## src/rtl/stream_framer_if.sv

```systemverilog
// Pixel stream bundle for stream_framer: upstream handshake, downstream
// handshake with frame markers, and the status outputs.
interface stream_framer_if #(
   parameter int DATA_W = 8
);
   logic              Valid_in;
   logic [DATA_W-1:0] Data_in;
   logic              Ready_out;
   logic              Valid_out;
   logic [DATA_W-1:0] Data_out;
   logic              Last_out;
   logic              User_out;
   logic              Ready_in;
   logic              Frame_done;
   logic              Ovf_out;

   modport master (
      output Valid_in, Data_in, Ready_in,
      input  Ready_out, Valid_out, Data_out, Last_out, User_out, Frame_done, Ovf_out
   );

   modport slave (
      input  Valid_in, Data_in, Ready_in,
      output Ready_out, Valid_out, Data_out, Last_out, User_out, Frame_done, Ovf_out
   );
endinterface

```

## src/rtl/stream_framer.sv

```systemverilog
// Two-entry skid buffer that tags a pixel stream with start-of-frame/last markers.
// Optional sticky overflow flag enabled by defining STREAM_FRAMER_OVF_EN.
module stream_framer #(
   parameter int DATA_W    = 8,
   parameter int IMG_W     = 1280,
   parameter int IMG_H     = 720,
   parameter int LAST_MODE = 0
) (
   input logic           Clk,
   input logic           rst_n,
   stream_framer_if.slave bus
);
   localparam int COL_W = (IMG_W > 1) ? $clog2(IMG_W) : 1;
   localparam int ROW_W = (IMG_H > 1) ? $clog2(IMG_H) : 1;
   localparam logic [COL_W-1:0] COL_LAST = COL_W'(IMG_W - 1);
   localparam logic [ROW_W-1:0] ROW_LAST = ROW_W'(IMG_H - 1);

   logic [1:0]        count;
   logic [1:0]        count_next;
   logic [DATA_W-1:0] head;
   logic [DATA_W-1:0] tail;
   logic              ready;
   logic [COL_W-1:0]  col;
   logic [ROW_W-1:0]  row;
   logic              frame_done;
   logic              push;
   logic              pop;
   logic              out_valid;
   logic              at_line_end;
   logic              at_frame_end;

   assign out_valid    = (count != 2'd0);
   assign push         = bus.Valid_in && ready;
   assign pop          = out_valid && bus.Ready_in;
   assign at_line_end  = (col == COL_LAST);
   assign at_frame_end = at_line_end && (row == ROW_LAST);

   always_comb begin
      count_next = count;
      if (push && !pop)
         count_next = count + 2'd1;
      else if (pop && !push)
         count_next = count - 2'd1;
   end

   // head is always the pixel presented downstream; tail only holds the skid entry
   always_ff @(posedge Clk or negedge rst_n) begin
      if (!rst_n) begin
         count <= 2'd0;
         head  <= '0;
         tail  <= '0;
         ready <= 1'b0;
      end else begin
         count <= count_next;
         ready <= (count_next != 2'd2);
         if (pop) begin
            if (count == 2'd2) begin
               head <= tail;
               if (push)
                  tail <= bus.Data_in;
            end else if (push) begin
               head <= bus.Data_in;
            end
         end else if (push) begin
            if (count == 2'd0)
               head <= bus.Data_in;
            else
               tail <= bus.Data_in;
         end
      end
   end

   always_ff @(posedge Clk or negedge rst_n) begin
      if (!rst_n) begin
         col        <= '0;
         row        <= '0;
         frame_done <= 1'b0;
      end else begin
         frame_done <= pop && at_frame_end;
         if (pop) begin
            if (at_line_end) begin
               col <= '0;
               row <= (row == ROW_LAST) ? '0 : row + ROW_W'(1);
            end else begin
               col <= col + COL_W'(1);
            end
         end
      end
   end

   assign bus.Ready_out  = ready;
   assign bus.Valid_out  = out_valid;
   assign bus.Data_out   = head;
   assign bus.User_out   = out_valid && (col == '0) && (row == '0);
   assign bus.Last_out   = out_valid && ((LAST_MODE != 0) ? at_line_end : at_frame_end);
   assign bus.Frame_done = frame_done;

`ifdef STREAM_FRAMER_OVF_EN
   logic ovf;

   always_ff @(posedge Clk or negedge rst_n) begin
      if (!rst_n)
         ovf <= 1'b0;
      else if (bus.Valid_in && !ready)
         ovf <= 1'b1;
   end

   assign bus.Ovf_out = ovf;
`else
   assign bus.Ovf_out = 1'b0;
`endif
endmodule

```

## src/flat_wrapper.sv

```systemverilog
// flat-port wrapper written by rule: the top's interface ports become plain ports
module stream_framer_flat 
#(
   parameter int DATA_W    = 8,
   parameter int IMG_W     = 1280,
   parameter int IMG_H     = 720,
   parameter int LAST_MODE = 0
)
  (Clk, rst_n, bus_Valid_in, bus_Data_in, bus_Ready_in, bus_Ready_out, bus_Valid_out, bus_Data_out, bus_Last_out, bus_User_out, bus_Frame_done, bus_Ovf_out);
  stream_framer_if #(.DATA_W(DATA_W)) bus_i ();
  input logic Clk;
  input logic rst_n;
  input wire logic [$bits(bus_i.Valid_in)-1:0] bus_Valid_in;
  input wire logic [$bits(bus_i.Data_in)-1:0] bus_Data_in;
  input wire logic [$bits(bus_i.Ready_in)-1:0] bus_Ready_in;
  output wire logic [$bits(bus_i.Ready_out)-1:0] bus_Ready_out;
  output wire logic [$bits(bus_i.Valid_out)-1:0] bus_Valid_out;
  output wire logic [$bits(bus_i.Data_out)-1:0] bus_Data_out;
  output wire logic [$bits(bus_i.Last_out)-1:0] bus_Last_out;
  output wire logic [$bits(bus_i.User_out)-1:0] bus_User_out;
  output wire logic [$bits(bus_i.Frame_done)-1:0] bus_Frame_done;
  output wire logic [$bits(bus_i.Ovf_out)-1:0] bus_Ovf_out;
  assign bus_i.Valid_in = bus_Valid_in;
  assign bus_i.Data_in = bus_Data_in;
  assign bus_i.Ready_in = bus_Ready_in;
  assign bus_Ready_out = bus_i.Ready_out;
  assign bus_Valid_out = bus_i.Valid_out;
  assign bus_Data_out = bus_i.Data_out;
  assign bus_Last_out = bus_i.Last_out;
  assign bus_User_out = bus_i.User_out;
  assign bus_Frame_done = bus_i.Frame_done;
  assign bus_Ovf_out = bus_i.Ovf_out;
  stream_framer #(.DATA_W(DATA_W), .IMG_W(IMG_W), .IMG_H(IMG_H), .LAST_MODE(LAST_MODE)) u_core (.Clk(Clk), .rst_n(rst_n), .bus(bus_i));
endmodule
```

## config.mk

```make
export PLATFORM = sky130hd
export DESIGN_NAME = stream_framer_flat
export DESIGN_NICKNAME = d
export VERILOG_FILES = /design/src/rtl/stream_framer_if.sv /design/src/rtl/stream_framer.sv /design/src/flat_wrapper.sv
export SDC_FILE = /design/constraint.sdc
export NUM_CORES = 1
export LEC_CHECK = 0
export ABC_AREA = 1
export CAP_MARGIN = 20
export CELL_PAD_IN_SITES_DETAIL_PLACEMENT = 0
export CELL_PAD_IN_SITES_GLOBAL_PLACEMENT = 1
export CORE_UTILIZATION = 41
export DETAILED_ROUTE_END_ITERATION = 8
export GPL_ROUTABILITY_DRIVEN = 0
export PLACE_DENSITY_LB_ADDON = 0.1
export SYNTH_ARGS = -nofsm -noshare
export SYNTH_HDL_FRONTEND = slang
export SYNTH_SLANG_ARGS = --single-unit
```

## constraint.sdc

```tcl
create_clock -name Clk -period 2.13 [get_ports Clk]
set_input_delay 0.426 -clock Clk [delete_from_list [all_inputs] [get_ports Clk]]
set_output_delay 0.426 -clock Clk [all_outputs]
set_load 0.05 [all_outputs]
```

==> results.toml <==
[synth]
synth_compound_area_share_pct = 9.96
synth_top_family_by_area = "simple AND/OR/NAND/NOR gates"
ys.flop_type = "dfrtp_1"
synth_xor_area_share_pct = 1.93
synth_top_area_share_pct = 45.1
ys_warn_count = 0
synth_edf_count = 0
yosys.area.top_type = "dfrtp_1"
synth_most_common_cell = "nand2_1"
synth_area_sq_um = 2270
synth_cells = 309
ys_top_cells_by_count = "nand2_1 (79), inv_1 (51), dfrtp_1 (41)"
syn_avg_cell_area_sq_um = 7.36
ys_top_cells_by_area = "dfrtp_1 (45%), nand2_1 (13%), inv_1 (8.4%), o21ai_0 (5.7%), nor2_1 (5.4%)"
synth.distinct_cells = 25
synthSimpleGateAreaFrac_pct = 29.2
muxShareOfSynthArea_pct = 0
synth_seq_cells = 41
async_flop_share_pct = 100
ys_seq_area_share_pct = 45.1
synth_nets = 327
synth_fa_ha_area_share_pct = 3.30

[placement]
dpl.hpwl_microns = 3710
pre_cts_ws_ps = 163
numPortBuffers = 24

[global_routing]
antenna_found_initial = 0
grt_max_degree = 18
grt_pass1_wl_microns = 8890
grt_busiest_layer = "met2"
met3_usage_pct = 4.55
grtUsageMet2_pct = 31.5
grt_overflow = 0
use_met1_pct = 24.9
grtUsageTotal_pct = 19.5
grt_pass1_vias = 1902

[detailed_routing]
drt_first_pass_iters = 4
drt-total-wl_microns = 5020
post_drt_via_cell_ratio = 4.73
vias = 1987
first_iter_violations = 113
wl_per_cell_microns = 11.9
drc = 0
postRouteAntennaNets = 0

[setup_path]
cp_max_fo = 3
start_kind = "flop"
worstPathArrival_ps = 1690
worstSetupPathType = "flop to output port"
end_kind = "output port"
worstPathRequired_ps = 1700

[timing]
timing.final.hold_violations = 0
slew_violations = 0
finClkSkew_ps = 8.33
setup_ws_ps = 16.3
max_freq_mhz = 473
fin_crit_ps = 2110
max_slew_margin_pct = 37.2
setup_viol = 0
rsz0062_at_grt = "true"
worst_pin_slew_ps = 935
period_share_pct = 99.2

[final_layout]
n_antenna_cell = 0
fin_util_pct = 55.2
syn2layout_area_growth_pct = 27.1
layout.nets = 367
drive_gt1_share_pct = 13.7

[die]
die_w_microns = 76.5
core_sq_um = 5240
top_level_ports = 26
fp.dieH_microns = 76.5
rows = 26
start_util_pct = 43.4
die-area_sq_um = 5850

[power]
p_per_area_nw_per_um2 = 1160
irDropWorstVdd_uv = 937
leakagePower_nw = 1.46

[cts]
cts_tree = "done"
htree_levels = 2
clock_latency_ps = 300
clkSinkCount = 41
clock_path_buffers = 2
cts_root_buf = "clkbuf_8"
cts_buffers = 5
clk_pin_slew_ps = 90

[run_status]
status = "finished clean"

[flow_run]
cap_violations = 0

[hold_path]
hold_class = "primary input to async pin"
-- per-layer routing --
| metal | vias to the layer above | share of wire [%] |
|---|---|---|
| met5 | - | 0 |
| met4 | 0 | 1.6 |
| met3 | 7 | 3.1 |
| met2 | 28 | 45 |
| met1 | 907 | 50 |
| li1 | 1045 | - |
-- power breakdown --
part           total (W)  switching (W)  internal (W)
Sequential       0.00121       0.000183       0.00103
Clock           0.000780       0.000308      0.000472
Combinational    0.00135       0.000877      0.000470
Total            0.00334        0.00137       0.00197
-- layout make-up --
class	count	area, sq um
Timing Repair Buffer	39	378
Inverter	53	201
Tap cell	70	87.6
Multi-Input combinational cell	209	1060
Sequential cell	41	1030
Clock inverter	3	68.8
Fill cell	518	2350
Clock buffer	5	68.8
-- stage by stage --
step | instance area (sq um) | setup TNS, ps | hold WS, ps | total power [W] | instances
2_1_floorplan | 2290 | 0 | 130 | 0.00215 | 309
3_3_place_gp | 2680 | 0 | 368 | 0.00255 | 406
6_report | 2890 | 0 | 26.0 | 0.00334 | 420
3_5_place_dp | 2680 | 0 | 370 | 0.00256 | 406
4_1_cts | 2860 | -110 | 36.1 | 0.00336 | 419
5_1_grt | 2890 | -86.4 | 55.0 | 0.00357 | 420
-- logic make-up after synthesis --
family / Yosys count
compound gates: 42
xor+xnor: 5
fa+ha+maj: 6
other cells: 1
flops: 41
simple gates: 155
buf+inv: 59
-- timing repair --
action,in CTS,in global routing
hold buffers,0,0
resized for setup,4,8
pin swaps,3,1
endpoints found under the setup margin,2,2
buffers inserted,5,1
-- flip-flops by register name, summed over array words and instances, names as in the netlist --
| signal | count |
|---|---|
| u_core.count | 2 |
| u_core.bus.Ready_out | 1 |
| u_core.tail | 8 |
| u_core.bus.Data_out | 8 |
| u_core.row | 10 |
| u_core.col | 11 |
| u_core.bus.Frame_done | 1 |
-- critical path, stage by stage (launching register included) --
cell	delay [ps]
dfrtp_1	380
ha_2	190
nand2_2	60
nor2_2	120
nand4_1	190
nor4_4	260
buf_12	180
-- placed cells by master (no fill, tap or decap) --
cell type and n:
nor4_4 1, nor3_1 5, nor3_2 2, buf_4 15, clkdlybuf4s50_1 20, nor2_4 2
o21ai_1 3, nor4_1 1, dfrtp_1 40, nand2_1 78, ha_1 4, or2_2 1
a21oi_1 12, xnor2_1 2, clkbuf_8 5, dfrtp_2 1, inv_2 2, a22oi_4 1
conb_1 1, bufinv_16 2, inv_1 50, nand3_1 21, nor2_1 28, nand2_2 3
nand4_1 8, ha_2 2, inv_4 1, xor2_1 3, o21ai_0 26, nor2_2 5
inv_6 1, buf_12 3, buf_2 1
-- path summary, 6_finish.rpt --
| check | start | endpoint | slack, ps | cells past startpoint |
|---|---|---|---|---|
| setup / recovery | u_core.row[0] | bus_Last_out | 20 | 6 |
| hold / removal | rst_n | u_core.col[9] | 30 | 1 |
| setup reg to reg | u_core.count[0] | u_core.bus.Ready_out | 410 | 10 |
| hold reg to reg | u_core.tail[1] | u_core.tail[1] | 490 | 2 |
| max in group asynchronous | rst_n | u_core.tail[1] | 1580 | 2 |
| min in group Clk | u_core.tail[1] | u_core.tail[1] | 490 | 2 |
(Power assumes the default switching activity.)
